[config.mk]
export PLATFORM = sky130hd
export DESIGN_NAME = tx_serializer_fifo
export DESIGN_NICKNAME = d
export VERILOG_FILES = /design/src/rtl/uart_pkg.sv /design/src/rtl/tx_serializer_fifo.sv
export SDC_FILE = /design/constraint.sdc
export NUM_CORES = 1
export LEC_CHECK = 0
export CORE_MARGIN = 2
export CORE_UTILIZATION = 65
export CTS_CLUSTER_DIAMETER = 30
export DETAILED_ROUTE_END_ITERATION = 6
export PLACE_DENSITY = 0.85
export SYNTH_ARGS = -nofsm -noshare
export SYNTH_HDL_FRONTEND = slang
export SYNTH_SLANG_ARGS = --single-unit
[constraint.sdc]
create_clock -name CLK -period 8 [get_ports CLK]
set_input_delay 1.6 -clock CLK [delete_from_list [all_inputs] [get_ports CLK]]
set_output_delay 1.6 -clock CLK [all_outputs]
set_load 0.03 [all_outputs]
[src/rtl/uart_pkg.sv]
// rtl/uart_pkg.sv - shared byte-width constant and byte-order type for the UART transmit path
package uart_pkg;

    localparam int BYTE_W = 8;

    typedef enum logic {
        MSB_FIRST = 1'b0,
        LSB_FIRST = 1'b1
    } byte_order_t;

endpackage

[src/rtl/tx_serializer_fifo.sv]
// rtl/tx_serializer_fifo.sv - word FIFO that hands its head word to the UART sender one byte at a time
module tx_serializer_fifo #(
    parameter int WORD_BYTES = 4,
    parameter int DEPTH      = 32,
    parameter int LSB_FIRST  = 0
) (
    input  logic                                 CLK,
    input  logic                                 reset,
    input  logic [uart_pkg::BYTE_W*WORD_BYTES-1:0] in_data,
    input  logic                                 in_valid,
    output logic                                 in_ready,
    output logic [uart_pkg::BYTE_W-1:0]          out_data,
    output logic                                 out_valid,
    input  logic                                 out_ready,
    output logic [$clog2(DEPTH):0]               count,
    output logic                                 empty,
    output logic                                 full,
    output logic                                 overflow
);

    import uart_pkg::*;

    localparam int WORD_W = BYTE_W * WORD_BYTES;
    localparam int PTR_W  = $clog2(DEPTH);
    localparam int CNT_W  = PTR_W + 1;
    // A one-byte word still needs a (constant zero) index register.
    localparam int IDX_W  = (WORD_BYTES > 1) ? $clog2(WORD_BYTES) : 1;

    localparam byte_order_t ORDER = (LSB_FIRST != 0) ? uart_pkg::LSB_FIRST : uart_pkg::MSB_FIRST;
    localparam logic [IDX_W-1:0] LAST_IDX = IDX_W'(WORD_BYTES - 1);
    localparam logic [CNT_W-1:0] FULL_CNT = CNT_W'(DEPTH);

    logic [WORD_W-1:0] mem [DEPTH];

    logic [PTR_W-1:0] head;
    logic [PTR_W-1:0] tail;
    logic [CNT_W-1:0] count_q;
    logic [IDX_W-1:0] byte_idx;
    logic             overflow_q;

    logic             push;
    logic             pop_byte;
    logic             last_byte;
    logic             pop_word;
    logic [WORD_W-1:0] head_word;
    logic [IDX_W-1:0] byte_sel;

    assign empty     = (count_q == '0);
    assign full      = (count_q == FULL_CNT);
    assign in_ready  = !full;
    assign out_valid = !empty;
    assign count     = count_q;
    assign overflow  = overflow_q;

    // A pop in the same cycle does not free a slot for the incoming word:
    // in_ready depends only on the registered count.
    assign push      = in_valid && in_ready;
    assign pop_byte  = out_valid && out_ready;
    assign last_byte = (byte_idx == LAST_IDX);
    assign pop_word  = pop_byte && last_byte;

    assign head_word = mem[head];

    // Pick the byte of the head word that is due next, in the configured order.
    always_comb begin
        byte_sel = (ORDER == uart_pkg::MSB_FIRST) ? (LAST_IDX - byte_idx) : byte_idx;
        out_data = '0;
        for (int i = 0; i < WORD_BYTES; i++) begin
            if (IDX_W'(i) == byte_sel) begin
                out_data = head_word[i*BYTE_W +: BYTE_W];
            end
        end
    end

    // Word storage has no reset so it can map onto RAM; stale entries are never read.
    always_ff @(posedge CLK) begin
        if (push && !reset) begin
            mem[tail] <= in_data;
        end
    end

    // Pointers, occupancy, byte position within the head word, and sticky overflow.
    always_ff @(posedge CLK) begin
        if (reset) begin
            head       <= '0;
            tail       <= '0;
            count_q    <= '0;
            byte_idx   <= '0;
            overflow_q <= 1'b0;
        end else begin
            if (push) begin
                tail <= tail + PTR_W'(1);
            end

            if (pop_byte) begin
                if (last_byte) begin
                    byte_idx <= '0;
                    head     <= head + PTR_W'(1);
                end else begin
                    byte_idx <= byte_idx + IDX_W'(1);
                end
            end

            case ({push, pop_word})
                2'b10:   count_q <= count_q + CNT_W'(1);
                2'b01:   count_q <= count_q - CNT_W'(1);
                default: count_q <= count_q;
            endcase

            if (in_valid && full) begin
                overflow_q <= 1'b1;
            end
        end
    end

endmodule

Word-level counts from Yosys, hierarchy flattened
Memory sizes are Yosys's and may differ from the RTL's. A register that Yosys moved wholly into a read port is not among the register bits.
Index checks and enable logic that the tools add are counted.
- register bits: 19
- latch bits: 0
- bits in writable memories: 1024
- bits in read-only memories: 0
- input bits: 36
- output and inout port bits: 19
- memories: 1
- $add $sub $neg: 6
- $mul: 0
- divide/modulo/power cells: 0
- order comparisons: 0
- eq/ne operators: 7
- shifts and indexed selects: 0
- muxes and demuxes: 10
- bitwise logic cells: 0
- reduce and logical (&&, ||, !) cells: 12
- memories (memory ; words ; width ; rd ports ; clocked after memory_dff ; wr ports ; line ; RTL):
    mem ; 32 ; 32 ; 1 ; 1 ; 1 ; tx_serializer_fifo.sv:33 ; logic [WORD_W-1:0] mem [DEPTH];
- operator list (operator ; number):
    2-to-1 mux 8 bit ; 4
    case mux 6 bit (2 select lines) ; 1
    adder 5 x 1 -> 5 bit, second input constant ; 2
    2-to-1 mux 5 bit ; 2
    adder 6 x 1 -> 6 bit, second input constant ; 1
    equality test 6 bit, second input constant ; 1
    zero test 6 bit ; 1
    subtractor 6 x 1 -> 6 bit, second input constant ; 1
    logical AND 1 bit ; 5
    equality test 2 bit, first input constant ; 2
    equality test 2 bit, second input constant ; 2
    zero test 1 bit ; 3
    adder 2 x 1 -> 2 bit, second input constant ; 1
    equality test 1 x 2 -> 1 bit, first input constant ; 1
    equality test 2 x 1 -> 1 bit, second input constant ; 1
    zero test 2 bit ; 1
    2-to-1 mux 1 bit ; 2
    2-to-1 mux 2 bit ; 1
    AND reduction 2 bit ; 1
    nonzero test 2 bit ; 1
    subtractor 2 bit, first input constant ; 1

Longest topological paths before layout
Gate-level depths: netlist of the first run.
- depth after elaboration: 6
- mapped depth: 14
- gate-level depth less buffers: 13

Worst setup path before layout of the first run
No wires, ideal clock.
- path type: input port to flip-flop
- from: input port in_valid
- to: memory mem[30][0] (netlist name) (enable)
- setup time: 0.421 ns
- arrival time: 3.746 ns
- setup slack: 3.833 ns
- cell stages on the path: 6
- path through: and2_1 -> clkbuf_1 -> inv_1 -> nor2_1 -> nand2_1 -> nor2_1
- word-level cells in the longest chain between the ends: 4
- RTL lines (element ; line ; RTL):
    start, declared ; tx_serializer_fifo.sv:10 ; input logic in_valid,
    logical AND 1 bit ; tx_serializer_fifo.sv:57 ; assign push = in_valid && in_ready;
    logical AND 1 bit ; tx_serializer_fifo.sv:77 ; if (push && !reset) begin
    2-to-1 mux 1 bit ; tx_serializer_fifo.sv:77 ;
    2-to-1 mux 1 bit (implied by the code) ; tx_serializer_fifo.sv:78 ; mem[tail] <= in_data;
    end, declared ; tx_serializer_fifo.sv:33 ;
No other way between the ends.

==> impl_results.rst, run 1 <==
.. list-table::
   :header-rows: 1

   * - Metric
     - Value
   * - Outcome
     - finished, violations left
   * - Violations in the final reports
     - capacitance limit, slew limit
   * - Routed wire length
     - 116.9 mm
   * - Delay of the slowest cell on the worst path
     - 1.01 ns
   * - Simple-gate area share of the yosys netlist
     - 2.193%
   * - Post-route fraction of the period consumed by the critical path
     - 89.54%
   * - Number of distinct library cells after synthesis
     - 54
   * - Synthesized instance count
     - approximately 1,900
   * - Routed WL per cell
     - roughly 38 um
   * - Worst slew pin tran
     - 1.501 ns
   * - Final RePlAce weighted congestion
     - 0.8607
   * - Async S/R FF share, synth
     - 0%
   * - Clock skew after layout
     - 0.05342 ns
   * - Number of H-tree branching levels
     - 4
   * - Post-synth design cell area
     - 0.04062 sq mm
   * - Required arrival time at the worst endpoint
     - 6.40 ns
   * - Post-CTS resize count
     - 0
   * - Setup tns final
     - 0 ns
   * - Root buffer selected by CTS
     - clkbuf_16
   * - Clock net sink count
     - between 1,000 and 1,500
   * - Top cells by area in the synthesized netlist
     - edfxtp_1, mux4_2, mux2i_1
   * - Share of the synthesized area in compound gates (AO/OA/AOI/OAI)
     - 3.090%
   * - Post-synthesis share of cell area spent on full adders, half adders and majority gates
     - 0.4806%
   * - Slowest-stage cell, CP
     - clkinv_1
   * - Slew Limit Fails
     - 10
   * - Post-Syn Area per Cell
     - approximately 21 sq um
   * - Via count of the first global-routing pass
     - 23,440
   * - Largest driver fanout on the critical path
     - 21
   * - Endpoint class of the critical path
     - output port
   * - Combined flip-flop and latch cell area
     - approximately 0.031 sq mm
   * - Layout filler cell count
     - ~2,800
   * - Data arrival time of the critical path
     - 5.56 ns
   * - Pwr Density
     - around 280 mW/mm^2
   * - CP cell instances
     - clkinv_1 -> nand2_1 -> a21oi_1 -> or4b_1 -> o211ai_1 -> a21o_1 -> clkdlybuf4s50_1
   * - Initial antenna violation count
     - 2
   * - Row cnt
     - 91
   * - First-pass GRT wire length
     - around 170 mm
   * - Cell type with the largest total area after synthesis
     - edfxtp_1
   * - Number of design rule violations left after detail routing
     - 0
   * - Area of the die
     - 0.06450 sq mm
   * - Count of nets left with antenna violations after detail routing
     - 0
   * - Clock Tree Buf Depth
     - 3
   * - CTS tree
     - done
   * - Number of max-capacitance violations reported
     - 1
   * - Cts-stage hold buffer count
     - 0
   * - Fraction of final layout cells with drive strength greater than 1
     - 25.42%
   * - Clock latency reported for the late side of the worst-skew pair
     - 0.75 ns
   * - Post-CTS setup-driven buffer insertion count
     - 0
   * - Clock period minus final worst setup slack
     - 7.163 ns
   * - Top-area cell type share of the netlist area
     - 75.71%
   * - Hold violation count in the final report
     - 0
   * - Clk pin slew, worst setup/hold paths
     - about 0.060 ns
   * - Via count
     - 22,750
   * - Parity-gate share of the synthesized area counting xor and xnor cells
     - 0.2588%
   * - Largest net degree at the start of global routing
     - 95
   * - Total area of multi-input combinational cells
     - roughly 0.009 sq mm
   * - Core outline area
     - just over 0.06 sq mm
   * - Drt via density
     - between 7 and 8
   * - Area growth from synthesis to final layout
     - 17.05%
   * - I/O pin count
     - 55
   * - Setup repair after global routing missed its margin
     - no
   * - CTS Buf Count
     - 147
   * - Main combinational cell family by area after synthesis
     - multiplexers
   * - 1st-iter DRT viols
     - 4,525
   * - Class of the tightest hold or removal check
     - reg2reg
   * - Predominant post-synthesis flop cell
     - edfxtp_1
   * - Syn Nets
     - 1,991
   * - Sequential area share after synthesis
     - 76.89%
   * - Total power of the final layout
     - 13.15 mW
   * - IO Port Bufs
     - 54
   * - Total track usage
     - between 30 and 40%
   * - Path type of the worst setup path
     - reg2out
   * - Total global routing overflow
     - 0
   * - Final setup vio count
     - 0
   * - Die H
     - roughly 250 um
   * - Leakage power total
     - 14.70 nW
   * - Highest ir drop seen on vdd
     - 0.1807 mV
   * - Syn. warnings
     - 0
   * - Slew headroom
     - -0.4130%
   * - Initial standard-cell utilization of the core
     - roughly two thirds
   * - Final-stage net count
     - 2,145
   * - Number of enable flip-flop cells after synthesis
     - 1,024
   * - Proportion of synthesized area in mux cells
     - 15.50%
   * - First-pass detailed-route iteration total
     - 6
   * - Estimated wirelength of the detail-placed design
     - 53.05 mm
   * - Flop and latch count out of synthesis
     - 1,048
   * - Peak Freq
     - 139.6 MHz
   * - Worst Setup Start Kind
     - flip-flop
   * - Die width
     - 254.0 um
## worst paths after layout
check                           startpoint          end  slack (ns)  cells after the start
worst max-delay path             flip-flop  out_data[7]        0.84                      7
worst min-delay path              overflow     overflow        0.49                      2
worst max register to register    count[0]     count[5]        4.39                     11
worst min register to register    overflow     overflow        0.49                      2
## stage by stage
stage / instances / cell area, sq um / utilization (%) / hold slack (ns) / worst slack, ns
final: 3058 / 47540 / 77.03 / 0.4896 / 0.8368
after detailed placement: 2781 / 42310 / 68.57 / 0.4766 / 1.717
after floorplan: 1940 / 40620 / - / 0.4817 / 3.833
after global routing: 3057 / 47540 / 77.03 / 0.5553 / 0.8895
after global placement: 2781 / 42310 / 68.57 / 0.4562 / 1.837
after CTS: 3055 / 47510 / 76.98 / 0.4963 / 0.8047
## final cells by class
type,count,share of cell area [%]
timing repair buffer,105,2.090
clock buffer,154,7.859
sequential,1048,65.72
clock inverter,120,3.064
antenna,2,0.01053
multi-input combinational,775,18.92
inverter,17,0.1342
tap,837,2.203
## report_power, final
| group | internal [mW] | leakage [nW] | switching (mW) |
|---|---|---|---|
| Clock | 4.15 | 2.50 | 2.70 |
| Combinational | 0.0594 | 2.79 | 0.181 |
| Sequential | 6.05 | 9.41 | 0.0102 |
| Total | 10.3 | 14.7 | 2.89 |
## state kept, by name, indices dropped and copies added, names as in the netlist, named ones only
register and count:
count 6, overflow 1, tail 5, head 5, mem 1024, byte_idx 2
## metal layers
metal	global-route usage, %	routed length, um
met2	56.78	54790
met5	0	13
met1	47.24	36720
met3	10.73	17140
met4	24.25	8231
## synth_stat cells, types with 3 or more instances
cell / n
a21oi_1: 31
a32o_1: 5
a22oi_1: 66
xnor2_1: 4
nand2b_1: 3
mux4_2: 203
a31oi_1: 16
nand2_1: 55
buf_6: 9
edfxtp_1: 1024
nor2_1: 71
buf_4: 25
a211oi_1: 6
nand3_1: 14
a221oi_1: 6
a21o_1: 7
clkbuf_1: 28
xor2_1: 8
or4b_1: 4
mux2i_1: 163
nor2b_1: 10
o221ai_1: 6
o22ai_1: 13
o211ai_1: 6
mux2_2: 8
dfxtp_1: 24
inv_1: 14
nor3_1: 11
and2_1: 3
ha_1: 14
nand3b_1: 3
o21ai_0: 6
buf_2: 36
or3_1: 7
nand4_1: 6
## cell usage in the layout, fill, tap and decap left out, types with 11 or more instances in the layout
cell type / n
nand2_1: 55
clkinv_1: 13
clkdlybuf4s50_1: 54
o22ai_1: 13
dfxtp_1: 20
mux4_2: 203
nor3_1: 11
a22oi_1: 66
clkinvlp_4: 17
inv_1: 14
edfxtp_1: 1024
ha_1: 14
nor2_4: 33
clkinv_2: 19
a31oi_1: 16
inv_6: 22
a21oi_1: 31
nand3_1: 14
bufinv_16: 20
clkbuf_16: 148
mux2i_1: 163
clkinv_4: 15
buf_4: 46
nor2_1: 37
## critical path: cells and delay by family (launching register included)
| kind | cells | cell delay (ns) |
|---|---|---|
| buffers and inverters | 2 | 1.70 |
| and+or+nand+nor | 2 | 1.38 |
| DFF | 1 | 0.95 |
| AOI/OAI and AO/OA | 3 | 0.77 |
## cell families after synthesis
group                    count (synthesis)
flip-flops                            1048
multiplexers                           374
AND/OR/NAND/NOR                        194
AO/OA/AOI/OAI                          180
buffers and inverters                  117
adder cells (fa/ha/maj)                 15
XOR/XNOR                                12
Note: power is estimated with default switching activity, not from simulation.
==> run 2, diff against run 1 <==
CELL_PAD_IN_SITES_DETAIL_PLACEMENT = 0   (was not set)
CELL_PAD_IN_SITES_GLOBAL_PLACEMENT = 1   (was not set)
CORE_UTILIZATION = 60   (was 65)
CTS_CLUSTER_DIAMETER = 60   (was 30)
PLACE_DENSITY = 0.88   (was 0.85)
==> run 2 against run 1 <==
  * Routed wire length is 15% lower
  * Register-to-register slack worse by 0.03 ns
  * Critical path type unchanged
  * Via count is 9.1% lower
  * Worst setup slack better by 0.14 ns
  * Critical path depth is 1 higher
  * Fmax is 2.0% higher
  * Worst hold slack better by 0.0021 ns
  * Critical endpoint is now out_data[4]
  * Highest routed layer unchanged
  * Die area is 8.2% higher
  * Sequential power hardly changed
  * The flow now finishes without violations
  * Clock power is 35% lower
==> impl_results.rst, run 2 (same netlist as run 1, synthesis figures left out) <==
.. list-table::
   :header-rows: 1

   * - Metric
     - Value
   * - FF-to-FF Start
     - count[0] (unchanged)
   * - Post-CTS resize count
     - 0 (unchanged)
   * - Clk pin slew, worst setup/hold paths
     - 0.06 ns (about the same)
   * - Post-route fraction of the period consumed by the critical path
     - 87.82% (was 89.54%)
   * - Highest ir drop seen on vdd
     - 0.1674 mV (was 0.1807 mV)
   * - Sum of met3 wire segment lengths after detailed routing
     - 11.86 mm (was 17.14 mm)
   * - IO Port Bufs
     - 54 (unchanged)
   * - Total area of multi-input combinational cells
     - 0.008992 sq mm (was 0.008995 sq mm)
   * - Final setup vio count
     - 0 (unchanged)
   * - Pwr Density
     - 235.8 mW/mm^2 (was 276.6 mW/mm^2)
   * - Drt via density
     - 6.882 (was 7.438)
   * - Detail Route met2 WL
     - 48.65 mm (was 54.79 mm)
   * - Most frequent standard cell in the layout excluding fill and tap cells
     - edfxtp_1 (unchanged)
   * - Die width
     - 264.2 um (was 254.0 um)
   * - Via count of the first global-routing pass
     - 21,190 (was 23,440)
   * - Hold violation count in the final report
     - 0 (unchanged)
   * - Clock net sink count
     - 1,048 (unchanged)
   * - Clock period minus final worst setup slack
     - 7.026 ns (was 7.163 ns)
   * - Startpoint of the most critical hold path
     - overflow (unchanged)
   * - Routed wire length
     - 99.85 mm (was 116.9 mm)
   * - Clock skew after layout
     - 0.02671 ns (was 0.05342 ns)
   * - Highest metal used
     - met5 (unchanged)
   * - Largest net degree at the start of global routing
     - 125 (was 95)
   * - Initial antenna violation count
     - 5 (was 2)
   * - Slew Limit Fails
     - 0 (was 10)
   * - Area growth from synthesis to final layout
     - 11.78% (was 17.05%)
   * - First-pass detailed-route iteration total
     - 6 (unchanged)
   * - Highest-count cells in the layout ignoring fill and taps
     - edfxtp_1, mux4_2, mux2i_1, clkbuf_16, a22oi_1 (unchanged)
   * - Post-CTS setup-driven buffer insertion count
     - 0 (unchanged)
   * - Met1 WL
     - 35.05 mm (was 36.72 mm)
   * - Routed WL per cell
     - 33.24 um (was 38.22 um)
   * - Slew headroom
     - 9.595% (was -0.4130%)
   * - First-pass GRT wire length
     - 145.8 mm (was 165.3 mm)
   * - Layout filler cell count
     - 4,069 (was 2,836)
   * - Number of H-tree branching levels
     - 3 (was 4)
   * - Worst Path Buf+Inv
     - 3 (was 2)
   * - Final-stage net count
     - 2,100 (was 2,145)
   * - Slowest-stage cell, CP
     - nor2_2 (was clkinv_1)
   * - Dominant delay contributor by cell family on the critical path
     - buffers and inverters (unchanged)
   * - Endpoint class of the critical path
     - output port (unchanged)
   * - Total track usage
     - 29.42% (was 37.18%)
   * - Clock Tree Buf Depth
     - 3 (unchanged)
   * - Estimated wirelength of the detail-placed design
     - 52.97 mm (was 53.05 mm)
   * - Worst R2R Path Depth
     - 11 (unchanged)
   * - Final RePlAce weighted congestion
     - 0.8159 (was 0.8607)
   * - Largest driver fanout on the critical path
     - 21 (unchanged)
   * - Delay of the slowest cell on the worst path
     - 1.37 ns (was 1.01 ns)
   * - Number of max-capacitance violations reported
     - 0 (was 1)
   * - Total global routing overflow
     - 0 (unchanged)
   * - Peak Freq
     - 142.3 MHz (was 139.6 MHz)
   * - CP cell instances
     - buf_4 -> clkinv_1 -> nor2_2 -> a221oi_1 -> nand2_1 -> o211ai_1 -> a21o_1 -> clkdlybuf4s50_1 (was clkinv_1 -> nand2_1 -> a21oi_1 -> or4b_1 -> o211ai_1 -> a21o_1 -> clkdlybuf4s50_1)
   * - Cts-stage hold buffer count
     - 0 (unchanged)
   * - Number of design rule violations left after detail routing
     - 0 (unchanged)
   * - Flip-flop count of the largest register, all copies and words added
     - 1,024 (unchanged)
   * - Register bank with the most flops
     - mem (unchanged)
   * - Worst reg2reg endpoint
     - count[5] (unchanged)
   * - Leakage power total
     - 13.68 nW (was 14.70 nW)
   * - Row cnt
     - 95 (was 91)
   * - Sink of the worst hold path
     - overflow (unchanged)
   * - Count of nets left with antenna violations after detail routing
     - 0 (unchanged)
   * - Class of the tightest hold or removal check
     - reg2reg (unchanged)
   * - Setup repair after global routing missed its margin
     - no (unchanged)
   * - I/O pin count
     - 55 (unchanged)
   * - Path type of the worst setup path
     - reg2out (unchanged)
   * - Worst Setup Start Kind
     - flip-flop (unchanged)
   * - Utilization after layout
     - 67.72% (was 77.03%)
   * - Worst hold path depth
     - 2 (unchanged)
   * - 1st-iter DRT viols
     - 3,102 (was 4,525)
   * - Worst slew pin tran
     - 1.355 ns (was 1.501 ns)
   * - Setup tns final
     - 0 ns (unchanged)
   * - Data arrival time of the critical path
     - 5.43 ns (was 5.56 ns)
   * - Combined flip-flop and latch cell area
     - 0.03124 sq mm (unchanged)
   * - Worst reg-to-reg setup slack
     - 4.36 ns (was 4.39 ns)
   * - Root buffer selected by CTS
     - clkbuf_16 (unchanged)
   * - Clock latency reported for the late side of the worst-skew pair
     - 0.66 ns (was 0.75 ns)
   * - Via count
     - 20,680 (was 22,750)
   * - CTS Buf Count
     - 100 (was 147)
   * - Outcome
     - complete, no violations (was finished, violations left)
   * - Initial standard-cell utilization of the core
     - 60.58% (was 65.81%)
   * - Fraction of final layout cells with drive strength greater than 1
     - 20.77% (was 25.42%)
   * - Core outline area
     - 0.06704 sq mm (was 0.06171 sq mm)
   * - Area of the die
     - 0.06979 sq mm (was 0.06450 sq mm)
   * - CTS tree
     - done (unchanged)
   * - Required arrival time at the worst endpoint
     - 6.40 ns (about the same)
   * - Die H
     - 264.2 um (was 254.0 um)
==> run 2: power by group <==
group	switching (mW)	total, mW	internal (mW)
registers	0.00902	6.06	6.05
logic	0.167	0.227	0.0596
clock network	1.99	4.42	2.43
total	2.17	10.7	8.54
==> run 2: worst max-delay path by stage <==
| stage | cells past startpoint | slack [ns] | end |
|---|---|---|---|
| finish | 8 | 0.97 | out_data[4] |
| global placement | 8 | 1.86 | out_data[5] |
| floorplan | 6 | 3.83 | mem[30][0] |
| CTS | 8 | 1.06 | out_data[5] |
| detailed placement | 8 | 1.82 | out_data[5] |
| global route | 8 | 0.89 | out_data[5] |
==> run 2: per-layer routing <==
metal,GRT usage [%],vias to the layer above
met1,39.62,10680
met2,47.59,1448
li1,-,8290
met3,6.143,251
met4,12.24,4
met5,0,-
==> run 2: layout make-up <==
type / instances / share of cell area, %
Clock inverter: 58 / 0.8709
Clock buffer: 123 / 5.796
Inverter: 17 / 0.1406
Timing Repair Buffer: 107 / 2.150
Tap cell: 873 / 2.406
Antenna cell: 3 / 0.01654
Sequential cell: 1048 / 68.81
Multi-Input combinational cell: 775 / 19.81
==> run 2: through the flow <==
stage | instance area [sq um] | hold WS (ns) | cells | total power, mW | setup WS [ns]
after global placement | 42370 | 0.4547 | 2820 | 6.381 | 1.865
after floorplan | 40620 | 0.4817 | 1940 | 6.242 | 3.833
after global routing | 45400 | 0.5432 | 3004 | 10.96 | 0.8948
final | 45400 | 0.4917 | 3004 | 10.71 | 0.9745
after CTS | 45390 | 0.4994 | 3001 | 10.74 | 1.062
after detailed placement | 42370 | 0.4816 | 2820 | 6.393 | 1.823
==> run 2: worst reg2reg max path: stages (launching register included) <==
cell	delay, ns
dfxtp_1	0.38
or4_1	0.53
or3_1	0.39
and3_1	0.31
ha_1	0.31
ha_1	0.30
a21o_1	0.18
a21oi_1	0.24
o21bai_1	0.09
a21oi_1	0.19
mux2i_1	0.24
mux2_2	0.36
